===== src/rtl/wb_commit_buffer_pkg.sv =====
// ---------------------------------------------------------------------------
// wb_commit_buffer_pkg
// Shared core types for the writeback commit path.
//   execute_signals_t : registered execute-stage result handed to writeback
//   wb_entry_t        : what the commit buffer keeps per instruction
//   WB_DEPTH_DEFAULT  : default commit buffer depth
// ---------------------------------------------------------------------------
package wb_commit_buffer_pkg;

   localparam int unsigned WB_DEPTH_DEFAULT = 8;
   localparam int unsigned XLEN             = 32;
   localparam int unsigned REG_AW           = 5;

   // Execute-stage result, one per issue pipe
   typedef struct packed {
      logic              valid;
      logic [31:0]       inst;
      logic [REG_AW-1:0] rd;
      logic              reg_write;
      logic [XLEN-1:0]   result;
      logic [XLEN-1:0]   pc;
   } execute_signals_t;

   // Commit buffer entry; the instruction word is not needed past execute
   typedef struct packed {
      logic [REG_AW-1:0] rd;
      logic              reg_write;
      logic [XLEN-1:0]   result;
      logic [XLEN-1:0]   pc;
   } wb_entry_t;

endpackage : wb_commit_buffer_pkg


===== src/rtl/wb_commit_buffer_fifo.sv =====
// ---------------------------------------------------------------------------
// commit_fifo
// Dual-write / dual-read circular queue. Up to two elements are pushed and
// up to two popped per cycle; the two oldest elements are always visible.
// Pointers carry one extra wrap bit so full (count==DEPTH) and empty
// (count==0) are distinguishable without a separate flag.
//
// Ports:
//   clk, reset  : clock, asynchronous active-high reset
//   push_cnt_i  : number of elements pushed this cycle (0..2)
//   wdata0_i    : first (older) pushed element
//   wdata1_i    : second (younger) pushed element, used when push_cnt_i==2
//   pop_cnt_i   : number of elements popped this cycle (0..2)
//   rdata0_o    : element at head
//   rdata1_o    : element at head+1
//   count_o     : current occupancy
// The caller guarantees no overflow/underflow.
// ---------------------------------------------------------------------------
module commit_fifo
   import wb_commit_buffer_pkg::*;
#(
   parameter int unsigned DEPTH = WB_DEPTH_DEFAULT,
   parameter type         T     = wb_entry_t
) (
   input  logic                   clk,
   input  logic                   reset,
   input  logic [1:0]             push_cnt_i,
   input  T                       wdata0_i,
   input  T                       wdata1_i,
   input  logic [1:0]             pop_cnt_i,
   output T                       rdata0_o,
   output T                       rdata1_o,
   output logic [$clog2(DEPTH):0] count_o
);

   localparam int unsigned AW = $clog2(DEPTH);
   localparam int unsigned PW = AW + 1;

   logic [PW-1:0] head_q, head_d;
   logic [PW-1:0] tail_q, tail_d;
   logic [AW-1:0] head_idx, head_nxt_idx;
   logic [AW-1:0] tail_idx, tail_nxt_idx;

   T mem_q [DEPTH];

   // Storage indices and next-state pointers
   always_comb begin
      head_idx     = head_q[AW-1:0];
      tail_idx     = tail_q[AW-1:0];
      head_nxt_idx = head_idx + AW'(1);
      tail_nxt_idx = tail_idx + AW'(1);
      head_d       = head_q + PW'(pop_cnt_i);
      tail_d       = tail_q + PW'(push_cnt_i);
   end

   // Pointer registers
   always_ff @(posedge clk or posedge reset) begin
      if (reset) begin
         head_q <= '0;
         tail_q <= '0;
      end else begin
         head_q <= head_d;
         tail_q <= tail_d;
      end
   end

   // Storage array; contents are don't-care until pushed, so no reset
   always_ff @(posedge clk) begin
      if (push_cnt_i != 2'd0) begin
         mem_q[tail_idx] <= wdata0_i;
      end
      if (push_cnt_i == 2'd2) begin
         mem_q[tail_nxt_idx] <= wdata1_i;
      end
   end

   assign rdata0_o = mem_q[head_idx];
   assign rdata1_o = mem_q[head_nxt_idx];

   // Wrap bit makes the plain difference the occupancy
   assign count_o  = tail_q - head_q;

endmodule : commit_fifo


===== src/rtl/wb_commit_buffer.sv =====
// ---------------------------------------------------------------------------
// wb_commit_buffer
// Writeback commit buffer for the dual-issue core. Takes registered execute
// results from pipe A (older) and pipe B (younger), queues them in program
// order and retires up to two per cycle into the register file. RF write
// port 1 is shared with the LSU, which has priority on it.
//
// Optional feature macro: WB_RETIRE_STATS_EN adds the saturating 64-bit
// retired-instruction counter and its instret port.
//
// Ports:
//   clk, reset            : clock, asynchronous active-high reset
//   ex_a, ex_b            : execute results, A older than B
//   kill_b                : discard ex_b this cycle (pipe A redirect)
//   in_ready              : at least two free entries (combinational)
//   lsu_wr_en             : LSU owns RF write port 1 this cycle
//   wr0_en/addr/data      : RF write port 0 (combinational from head)
//   wr1_en/addr/data      : RF write port 1 (combinational from head+1)
//   count                 : current occupancy
//   instret               : retired-instruction counter (macro only)
// ---------------------------------------------------------------------------
module wb_commit_buffer
   import wb_commit_buffer_pkg::*;
#(
   parameter int unsigned DEPTH = WB_DEPTH_DEFAULT
) (
   input  logic                   clk,
   input  logic                   reset,
   input  execute_signals_t       ex_a,
   input  execute_signals_t       ex_b,
   input  logic                   kill_b,
   output logic                   in_ready,
   input  logic                   lsu_wr_en,
   output logic                   wr0_en,
   output logic [4:0]             wr0_addr,
   output logic [31:0]            wr0_data,
   output logic                   wr1_en,
   output logic [4:0]             wr1_addr,
   output logic [31:0]            wr1_data,
   output logic [$clog2(DEPTH):0] count
`ifdef WB_RETIRE_STATS_EN
   ,
   output logic [63:0]            instret
`endif
);

   localparam int unsigned CW = $clog2(DEPTH) + 1;

   logic       acc_a, acc_b;
   logic [1:0] push_cnt, pop_cnt;
   wb_entry_t  ent_a, ent_b, wdata0, wdata1;
   wb_entry_t  slot0, slot1;
   logic       ret0, ret1;
   logic       we0, we1, waw;
   logic       unused_fields;

   // Space for a full dual-issue group, from registered occupancy only
   always_comb begin
      in_ready = (CW'(DEPTH) - count) >= CW'(2);
   end

   // Lane acceptance and packing; a lone B lands in the first write slot
   always_comb begin
      acc_a     = 1'b0;
      acc_b     = 1'b0;
      push_cnt  = 2'd0;
      ent_a     = '0;
      ent_b     = '0;
      wdata0    = '0;
      wdata1    = '0;

      ent_a.rd        = ex_a.rd;
      ent_a.reg_write = ex_a.reg_write;
      ent_a.result    = ex_a.result;
      ent_a.pc        = ex_a.pc;
      ent_b.rd        = ex_b.rd;
      ent_b.reg_write = ex_b.reg_write;
      ent_b.result    = ex_b.result;
      ent_b.pc        = ex_b.pc;

      acc_a    = ex_a.valid && in_ready;
      acc_b    = ex_b.valid && !kill_b && in_ready;
      push_cnt = {1'b0, acc_a} + {1'b0, acc_b};
      wdata0   = acc_a ? ent_a : ent_b;
      wdata1   = ent_b;
   end

   commit_fifo #(
      .DEPTH (DEPTH),
      .T     (wb_entry_t)
   ) u_fifo (
      .clk        (clk),
      .reset      (reset),
      .push_cnt_i (push_cnt),
      .wdata0_i   (wdata0),
      .wdata1_i   (wdata1),
      .pop_cnt_i  (pop_cnt),
      .rdata0_o   (slot0),
      .rdata1_o   (slot1),
      .count_o    (count)
   );

   // Retire selection: head always goes, head+1 only if port 1 is free
   always_comb begin
      ret0    = 1'b0;
      ret1    = 1'b0;
      pop_cnt = 2'd0;

      ret0    = count != CW'(0);
      ret1    = (count >= CW'(2)) && !lsu_wr_en;
      pop_cnt = {1'b0, ret0} + {1'b0, ret1};
   end

   // RF writes; on a same-rd pair only the younger value lands
   always_comb begin
      we0      = 1'b0;
      we1      = 1'b0;
      waw      = 1'b0;
      wr0_en   = 1'b0;
      wr1_en   = 1'b0;

      we0      = ret0 && slot0.reg_write && (slot0.rd != 5'd0);
      we1      = ret1 && slot1.reg_write && (slot1.rd != 5'd0);
      waw      = we0 && we1 && (slot0.rd == slot1.rd);
      wr0_en   = we0 && !waw;
      wr1_en   = we1;
   end

   assign wr0_addr = slot0.rd;
   assign wr0_data = slot0.result;
   assign wr1_addr = slot1.rd;
   assign wr1_data = slot1.result;

   // Fields carried for debug/trace but not consumed here
   assign unused_fields = ^{ex_a.inst, ex_b.inst, slot0.pc, slot1.pc};

`ifdef WB_RETIRE_STATS_EN
   logic [63:0] instret_q, instret_d;
   logic [64:0] instret_sum;

   // Saturating add of this cycle's retire count
   always_comb begin
      instret_sum = {1'b0, instret_q} + 65'(pop_cnt);
      instret_d   = instret_sum[64] ? '1 : instret_sum[63:0];
   end

   always_ff @(posedge clk or posedge reset) begin
      if (reset) begin
         instret_q <= '0;
      end else begin
         instret_q <= instret_d;
      end
   end

   assign instret = instret_q;
`endif

endmodule : wb_commit_buffer


===== config.mk =====
export PLATFORM = sky130hd
export DESIGN_NAME = wb_commit_buffer
export DESIGN_NICKNAME = d
export VERILOG_FILES = /design/src/rtl/wb_commit_buffer_pkg.sv /design/src/rtl/wb_commit_buffer_fifo.sv /design/src/rtl/wb_commit_buffer.sv
export SDC_FILE = /design/constraint.sdc
export NUM_CORES = 1
export LEC_CHECK = 0
export BUFFER_PORTS_ARGS = -buffer_cell sky130_fd_sc_hd__buf_2
export CAP_MARGIN = 20
export CORE_ASPECT_RATIO = 1.5
export CORE_MARGIN = 3
export CORE_UTILIZATION = 33
export CTS_CLUSTER_SIZE = 30
export DETAILED_ROUTE_END_ITERATION = 10
export PLACE_DENSITY_LB_ADDON = 0.25
export SLEW_MARGIN = 20
export SYNTH_ARGS = -nofsm -noshare
export SYNTH_HDL_FRONTEND = slang
export SYNTH_SLANG_ARGS = --single-unit

===== constraint.sdc =====
create_clock -name clk -period 6.76 [get_ports clk]
set_input_delay 0.338 -clock clk [delete_from_list [all_inputs] [get_ports clk]]
set_output_delay 0.338 -clock clk [all_outputs]
set_load 0.1 [all_outputs]

# Word level (Yosys, flattened, before mapping)
# Memory sizes are Yosys's and may differ from the RTL's.
# Cells that the tools add are included.
[totals] reg_bits=8 latchBits=0 ramBits=560 rom_bits=0 out_inout_bits=81 word_cells=38 memories=1
[mem_list] memory="u_fifo.mem_q" depth=8 word_bits=70 rd=2 rd_ports_with_merged_regs=0 wr=2 line_no="wb_commit_buffer_fifo.sv:44" rtl="T mem_q [DEPTH];"
[classes] addsub=8 n_mul=0 div_mod_pow=0 order_cmp=2 n_eq_ne=2 shift=0 n_mux=5 bitwise_logic=0 reduce_logical=18
[op_table] op="two-way mux 70 bit" n=1
[op_table] op="logical AND 1 bit" n=11
[op_table] op="nonzero test 5 bit" n=2
[op_table] op="adder 4 x 2 -> 4 bit" n=2
[op_table] op="greater-or-equal comparator 4 x 2 -> 1 bit (second input constant)" n=2
[op_table] op="adder 3 x 1 -> 3 bit (second input constant)" n=2
[op_table] op="== test 5 bit" n=1
[op_table] op="adder 1 x 1 -> 2 bit" n=2
[op_table] op="two-way mux 1 bit" n=4
[op_table] op="nonzero test 4 bit" n=1
[op_table] op="subtractor 4 bit" n=1
[op_table] op="subtractor 4 bit (first input constant)" n=1
[op_table] op="zero test 1 bit" n=3
[op_table] op="== test 2 bit (second input constant)" n=1
[op_table] op="nonzero test 2 bit" n=1

# Longest topological paths before layout
# Gate-level depths: netlist (run 1).
[depth] ltp_word=9 mapped_depth=17 ltp_nobuf=14

# Hierarchy
# From an unflattened synthesis (run 1), not the netlist that was laid out.
[hier_totals] cells_unflattened=2242 area_unflattened_um2=33858.7
[by_module_without_submodules] mod="commit_fifo" instances=1 cells_per_inst=2133 area_per_inst_um2=32603.8 seq_area_each_um2=17016.3
[by_module_without_submodules] mod="wb_commit_buffer" instances=1 cells_per_inst=109 area_per_inst_um2=1255.0 seq_area_each_um2=0.0

# Worst setup path before layout (run 1)
# Ideal clock, no wire load.
[synth_path] path_type="reg-to-reg" from="register u_fifo.head_q[1]" to="memory u_fifo.mem_q[5][32] (netlist name) (enable)" t_arrival_ns=7.084 required_time_ns=6.274 path_slack_ns=-0.810 stages_incl_launch_ff=17 n_path_buf=3 period_less_slack_ns=7.570 path_cell_list="dfrtp_1 -> clkbuf_1 -> buf_1 -> buf_1 -> inv_1 -> ha_1 -> nand3b_1 -> nand2_1 -> xor3_1 -> nand2_1 -> and3b_1 -> ha_1 -> inv_1 -> or3_1 -> nor2_1 -> a21oi_1 -> o21ai_0"
[synth_rtl] item="start: declaration" line_no="wb_commit_buffer_fifo.sv:39" rtl="logic [PW-1:0] head_q, head_d;"
[synth_rtl] item="start signal: assignment" line_no="wb_commit_buffer_fifo.sv:59" rtl="head_q <= '0;"
[synth_rtl] item="start signal: assignment" line_no="wb_commit_buffer_fifo.sv:62" rtl="head_q <= head_d;"
[synth_rtl] item="end: declaration" line_no="wb_commit_buffer_fifo.sv:44"

==> results of run 1 <==
[layout make-up]
type | instances | area share
clock buffer | 44 | 0.0428
antenna | 8 | 0.000899
multi-input combinational | 742 | 0.429
tap | 763 | 0.0429
inverter | 16 | 0.00270
timing repair buffer | 194 | 0.0538
clock inverter | 20 | 0.00882
sequential | 312 | 0.419
[cell usage after synthesis, types with 2 or more instances]
cell | number | area [um2]
buf_2 | 26 | 130
dfrtp_1 | 8 | 200
buf_1 | 9 | 33.8
mux2_2 | 184 | 2070
clkbuf_1 | 21 | 78.8
mux4_2 | 152 | 3420
or3_1 | 2 | 12.5
inv_1 | 16 | 60.1
edfxtp_1 | 304 | 9130
xor2_1 | 15 | 131
nor2_1 | 11 | 41.3
o21ai_2 | 8 | 70.1
buf_6 | 24 | 270
buf_4 | 4 | 30.0
o21ai_0 | 5 | 25.0
a21oi_1 | 12 | 60.1
mux2_4 | 160 | 2400
nand2_1 | 116 | 435
xnor2_1 | 10 | 87.6
nor3_1 | 9 | 45.0
ha_1 | 12 | 150
o22ai_1 | 7 | 43.8
nand3_1 | 8 | 40.0
mux2i_1 | 7 | 70.1
fa_1 | 3 | 60.1
nand2b_1 | 2 | 12.5
[worst min path at each step]
stage,start,endpoint,slack (ns),cells after the start
global placement,reset,u_fifo.tail_q[3],0.31,2
CTS,ex_b[32],u_fifo.mem_q[1][32],0.19,2
finish,ex_b[39],u_fifo.mem_q[1][39],0.22,2
detailed placement,reset,u_fifo.tail_q[3],0.32,2
global route,ex_b[53],u_fifo.mem_q[5][53],0.21,2
floorplan,reset,u_fifo.head_q[0],0.15,1
[kinds of logic after synthesis]
kind of cell / after synthesis / share of synthesized area
AO/OA/AOI/OAI: 40 / 0.0143
XOR/XNOR: 27 / 0.0134
adder cells (fa/ha/maj): 15 / 0.0109
buffers and inverters: 100 / 0.0313
flip-flops: 312 / 0.483
multiplexers: 503 / 0.413
AND/OR/NAND/NOR: 157 / 0.0338
[routing by layer]
metal	up-vias	track usage	wire length [um]	share of wire
met4	2	0.0679	1810	0.032
met1	6054	0.222	22700	0.40
met3	96	0.0217	2090	0.037
met5	-	0	13	0.00023
li1	4932	-	-	-
met2	275	0.328	29700	0.53
[state kept, by name (all words and copies together) (netlist names)]
signal         cells
u_fifo.head_q      4
u_fifo.mem_q     304
u_fifo.tail_q      4
[through the flow]
| stage | TNS [ns] | hold WS [ns] |
|---|---|---|
| final | 0 | 0.217 |
| after global routing | 0 | 0.206 |
| after CTS | 0 | 0.189 |
| after detailed placement | 0 | 0.325 |
| after global placement | 0 | 0.314 |
| after floorplan | -37.91 | 0.154 |
[repair_timing]
| item | CTS | global route |
|---|---|---|
| hold endpoints to repair | 8 | 0 |
| buffers inserted | 0 | 0 |
| hold buffers | 1 | 0 |
| endpoints found under the setup margin | 0 | 0 |
==> reports/qor.csv, run 1 <==
metric;value;unit
Worst Tran Pin Value;1.05;ns
Total Wirelength;56.3;mm
Setup crit end;u_fifo.mem_q[4][48];
Max-Cap Viols;0;
Total GRT Usage;0.182;
global-route wire length before repair;82.4;mm
share of cells above drive strength 1;0.575;
distinct cell type count after synthesis;45;
clk_lat worst skew;0.52;ns
asr flop ratio synth;0.0256;
area of the mapped netlist;19300;um2
grt ovf;0;
synthesized net count;1379;
CP endpoint kind;flop;
Num CTS Buffers;36;
outcome;complete, no violations;
Worst Setup Path Type;flop to flop;
Hold Vio Cnt, Final;0;
Worst R2R Path Depth;14;
EDFF count, synth;304;
Sequential cell area;9340;um2
Die X;203;um
YS warnings;0;
WP buf/inv;3;
arrival time at the worst endpoint;5.57;ns
Max clock buf depth;3;
Clock transition at path regs;0.06;ns
initial core utilization;0.337;
Sink Count;312;
RR Startpoint;u_fifo.tail_q[0];
RSZ-0062 raised after global routing;no;
Rows;107;
Top delay family on crit path;compound AO/OA/AOI/OAI gates;
Post-Place Cell Area;21100;um2
critical path's largest stage delay;0.57;ns
initial antenna violation count;10;
largest net degree at the start of global routing;64;
FF+latch count, synth;312;
CTS tree;built;
Worst path depth;14;
multi-input logic area;9550;um2
Post-DP HPWL;33.9;mm
wire per inst;26.8;um
count of final setup violators;0;
PostCTS Resize Cnt;0;
Vias/cell;5.41;
slew margin rel.;0.298;
vias in the first global route;12300;
Final period util;0.798;
worst setup margin;1.37;ns
critical path required time;6.94;ns
maximum clock frequency;185;MHz
Port Buffer Count;162;
Final Critical Period;5.39;ns
TritonRoute pass-1 iters;4;
DP Cell Count;2025;
reg-to-reg slack, setup;1.37;ns
Nets;1527;
Placer Congestion;0.749;
Post-Layout Cell Count;2099;
RR Endpoint;u_fifo.mem_q[4][48];
Core Box Area;57300;um2
Antenna Nets Post-Route;0;
Tightest Hold Check Type;input pin to flop;
Layout area overhead;15.4;%
most common cell after layout, fill and taps aside;edfxtp_1;
Critical Path Fanout Max;22;
# fillers;5397;
Critical path origin;u_fifo.tail_q[0];
CP max stage cell;a21boi_4;
# DRC;0;
fin area;22300;um2
I/O pin total;291;
CTS root buf;clkbuf_16;
Synth Flop Type;edfxtp_1;
syn_area_per_cell;16.7;um2
Die H;302;um
initial DRC count;664;
DP Worst Slack;1.35;ns
max-slew violations;0;
register area share after synthesis;0.483;
Startpoint Class;flop;
most frequent cells in the layout;edfxtp_1 (304), mux2_2 (184), buf_2 (162);
Layout Skew;0.0134;ns
Post-Synthesis Cells;1154;
vias;11400;
Die Area;61500;um2
crit path cell chain;inv_1, ha_1, fa_1, xor2_2, nand3_1, xor3_1, a21boi_4, ha_1, inv_1, or3_1, o2bb2ai_1, nand2_1, o21ai_4, buf_4;
H-Tree Depth;2;
Core Util, Final;0.389;
Power of run 1 is not shown: default switching activity piles up to over one toggle a cycle in this logic, so the estimate is an artifact.
==> run 2: changes to the inputs <==
ABC_AREA = 1   (was unset)
clock period = 5.01 ns   (was 6.76 ns; I/O delays follow)
==> run 2 against run 1 <==
Final cell count rose by 75%. Via count increased by 80%. Global-route usage rose by 5.9 points. Die area increased by 9.4%. Largest cell class unchanged. Synthesized area grew 9.6%. Sequential share of layout area decreased by 2.5 points. Register-to-register slack worse by 0.69 ns. Synthesized cell count up 140%. Clock skew up 0.0066 ns. Critical path depth down 6. Worst setup slack worse by 0.98 ns. Wire length is 48% higher.
==> reports/qor.csv, run 2 <==
metric;value;unit;change
outcome;complete, no violations;;unchanged
# fillers;6466;;was 5397
Die H;316;um;was 302 um
Layout Skew;0.0201;ns;was 0.0134 ns
Final Critical Period;4.62;ns;
count of final setup violators;0;;unchanged
wire per inst;22.6;um;was 26.8 um
Post-Synthesis Cells;2823;;was 1154
TritonRoute pass-1 iters;5;;was 4
Placer Congestion;0.832;;was 0.749
vias;20500;;was 11.4k
initial core utilization;0.334;;was 0.337
Hold Vio Cnt, Final;0;;unchanged
maximum clock frequency;217;MHz;
clk_lat worst skew;0.54;ns;was 0.52 ns
area of the mapped netlist;21200;um2;was 19300 um2
most instantiated library cell after synthesis;nand2_1;;was edfxtp_1
Max clock buf depth;3;;unchanged
RR Startpoint;u_fifo.head_q[1];;was u_fifo.tail_q[0]
max reg flops;304;;unchanged
FF+latch count, synth;312;;unchanged
asr flop ratio synth;0.0256;;unchanged
grt ovf;0;;unchanged
initial antenna violation count;5;;was 10
Critical Path Fanout Max;150;;was 22
Reg with most FFs;u_fifo.mem_q;;unchanged
Total Wirelength;83.1;mm;was 56.3 mm
global-route wire length before repair;122;mm;was 82.4 mm
fin area;23700;um2;was 22300 um2
CP max stage cell;inv_6;;was a21boi_4
dominant cell type by area after synthesis;edfxtp_1;;unchanged
H-Tree Depth;2;;unchanged
register area share after synthesis;0.441;;was 0.483
RSZ-0062 raised after global routing;no;;unchanged
Antenna Nets Post-Route;0;;unchanged
syn_area_per_cell;7.49;um2;was 16.7 um2
reg-to-reg slack, setup;0.68;ns;was 1.37 ns
largest net degree at the start of global routing;151;;was 64
most used cell, CP;buf_4;;
Post-CTS Hold Fix Bufs;1;;unchanged
Sink Count;312;;unchanged
Vias/cell;5.57;;was 5.41
Port Buffer Count;162;;unchanged
Tightest Hold Check Type;input pin to flop;;unchanged
PostCTS Resize Cnt;0;;unchanged
share of cells above drive strength 1;0.131;;was 0.575
Synth top area share;0.432;;was 0.473
worst hold path depth;3;;was 2
Core Box Area;63300;um2;was 57300 um2
Setup Fix Bufs, Post-CTS;0;;unchanged
I/O pin total;291;;unchanged
Final period util;0.922;;
largest registers;u_fifo.mem_q x304, u_fifo.head_q x4, u_fifo.tail_q x4;;unchanged
Nets;3071;;was 1527
Die X;213;um;was 203 um
initial DRC count;1791;;was 664
Max-Cap Viols;0;;unchanged
CP endpoint kind;primary output;;was flop
Worst Tran Pin Value;1.12;ns;was 1.05 ns
hold endpoint;u_fifo.mem_q[6][58];;was u_fifo.mem_q[1][39]
Total GRT Usage;0.240;;was 0.182
# DRC;0;;unchanged
crit path cell chain;buf_4, inv_6, buf_4, o21ai_0, nand2_1, nor2_1, a31oi_1, buf_2;;was inv_1, ha_1, fa_1, xor2_2, nand3_1, xor3_1, a21boi_4, ha_1, inv_1, or3_1, o2bb2ai_1, nand2_1, o21ai_4, buf_4
CTS root buf;clkbuf_16;;unchanged
Rows;113;;was 107
critical path required time;4.76;ns;was 6.94 ns
top cells by count, synth;nand2_1 (883), nand3_1 (369), edfxtp_1 (304), o21ai_0 (269), inv_1 (235);;was edfxtp_1 (304), mux2_2 (184), mux2_4 (160), mux4_2 (152), nand2_1 (116)
slew margin rel.;0.251;;was 0.298
largest cells by area after synthesis;edfxtp_1 (43%), nand2_1 (16%), nand3_1 (8.7%), o21ai_0 (6.4%), inv_1 (4.2%);;was edfxtp_1 (47%), mux4_2 (18%), mux2_4 (12%), mux2_2 (11%), nand2_1 (2.3%)
synthesized net count;3048;;was 1379
vias in the first global route;19900;;was 12.3k
Die Area;67200;um2;was 61500 um2
CTS tree;built;;unchanged
YS warnings;0;;unchanged
Worst R2R Path Depth;14;;unchanged
Synth Flop Type;edfxtp_1;;unchanged
EDFF count, synth;304;;unchanged
arrival time at the worst endpoint;4.37;ns;was 5.57 ns
most frequent cells in the layout;nand2_1 (883), nand3_1 (369), edfxtp_1 (304);;was edfxtp_1 (304), mux2_2 (184), buf_2 (162)
Worst Setup Path Type;flop to primary output;;was flop to flop
RR Endpoint;u_fifo.mem_q[4][47];;was u_fifo.mem_q[4][48]
Num CTS Buffers;34;;was 36
distinct cell type count after synthesis;32;;was 45
Post-Place Cell Area;22700;um2;was 21100 um2
hold_sp;ex_b[58];;was ex_b[39]
Post-DP HPWL;47.1;mm;was 33.9 mm
Core Util, Final;0.374;;was 0.389
max-slew violations;0;;unchanged
Layout area overhead;12.0;%;was 15.4%
Clock transition at path regs;0.06;ns;about the same
critical path's largest stage delay;0.90;ns;was 0.57 ns
most common cell after layout, fill and taps aside;nand2_1;;was edfxtp_1
Startpoint Class;flop;;unchanged
## run 2: cell types whose count changed in the layout (fill, tap and decap cells not counted), sizes merged, moves of 12 or more
cell | before | now
buf | 193 | 216
xor2 | 16 | 4
mux4 | 152 | 0
a31oi | 1 | 65
nor2 | 11 | 148
o211ai | 0 | 37
mux2 | 344 | 0
o21ai | 13 | 269
nand3 | 8 | 408
a21oi | 12 | 164
inv | 16 | 238
nand2 | 116 | 922
## run 2: layout make-up
| class | count | area [um2] | area share |
|---|---|---|---|
| clock inverter | 19 | 104 | 0.00438 |
| antenna | 2 | 5.00 | 0.000211 |
| timing repair buffer | 217 | 1320 | 0.0555 |
| clock buffer | 39 | 891 | 0.0376 |
| multi-input combinational | 2043 | 10100 | 0.428 |
| inverter | 238 | 900 | 0.0380 |
| sequential | 312 | 9340 | 0.394 |
| tap | 805 | 1010 | 0.0425 |
## run 2: kinds of logic after synthesis
kind of cell	count (synthesis)	synth area share
AND/OR/NAND/NOR	1481	0.319
AO/OA/AOI/OAI	537	0.135
buffers and inverters	468	0.0903
flip-flops	312	0.441
adder cells (fa/ha/maj)	15	0.00994
XOR/XNOR	10	0.00449
## run 2: per-layer routing
layer,up-vias,share of wire,GRT usage
met1,9618,0.37,0.288
met5,-,0,0
met2,1119,0.49,0.423
met4,0,0.055,0.128
met3,269,0.080,0.0253
li1,9478,-,-
## run 2: worst max-delay path by stage
stage                     cells after the start              from                  end
after floorplan                              16  u_fifo.head_q[1]  u_fifo.mem_q[3][32]
after global placement                       13  u_fifo.head_q[1]  u_fifo.mem_q[0][42]
after detailed placement                     13  u_fifo.head_q[1]  u_fifo.mem_q[0][41]
after CTS                                     8  u_fifo.head_q[0]         wr0_data[24]
after global routing                          8  u_fifo.head_q[0]         wr0_data[23]
final                                         8  u_fifo.head_q[0]         wr0_data[24]
## run 2: per-stage QoR
stage	cells	worst slack, ns	hold slack (ns)	TNS (ns)
finish	3675	0.392	0.103	0
global route	3675	0.265	0.110	0
CTS	3673	0.459	0.0810	0
detailed placement	3614	0.726	0.260	0
global placement	3614	0.781	0.265	0
floorplan	2823	-0.128	0.0662	-17.37
## run 2: critical path, delay by kind of cell, from the launching register on
kind / cells / cell delay, ns
compound gates: 2 / 0.63
buf+inv: 4 / 2.47
flops: 1 / 0.51
simple gates: 2 / 0.14
Power of run 2 is left out for the same reason.
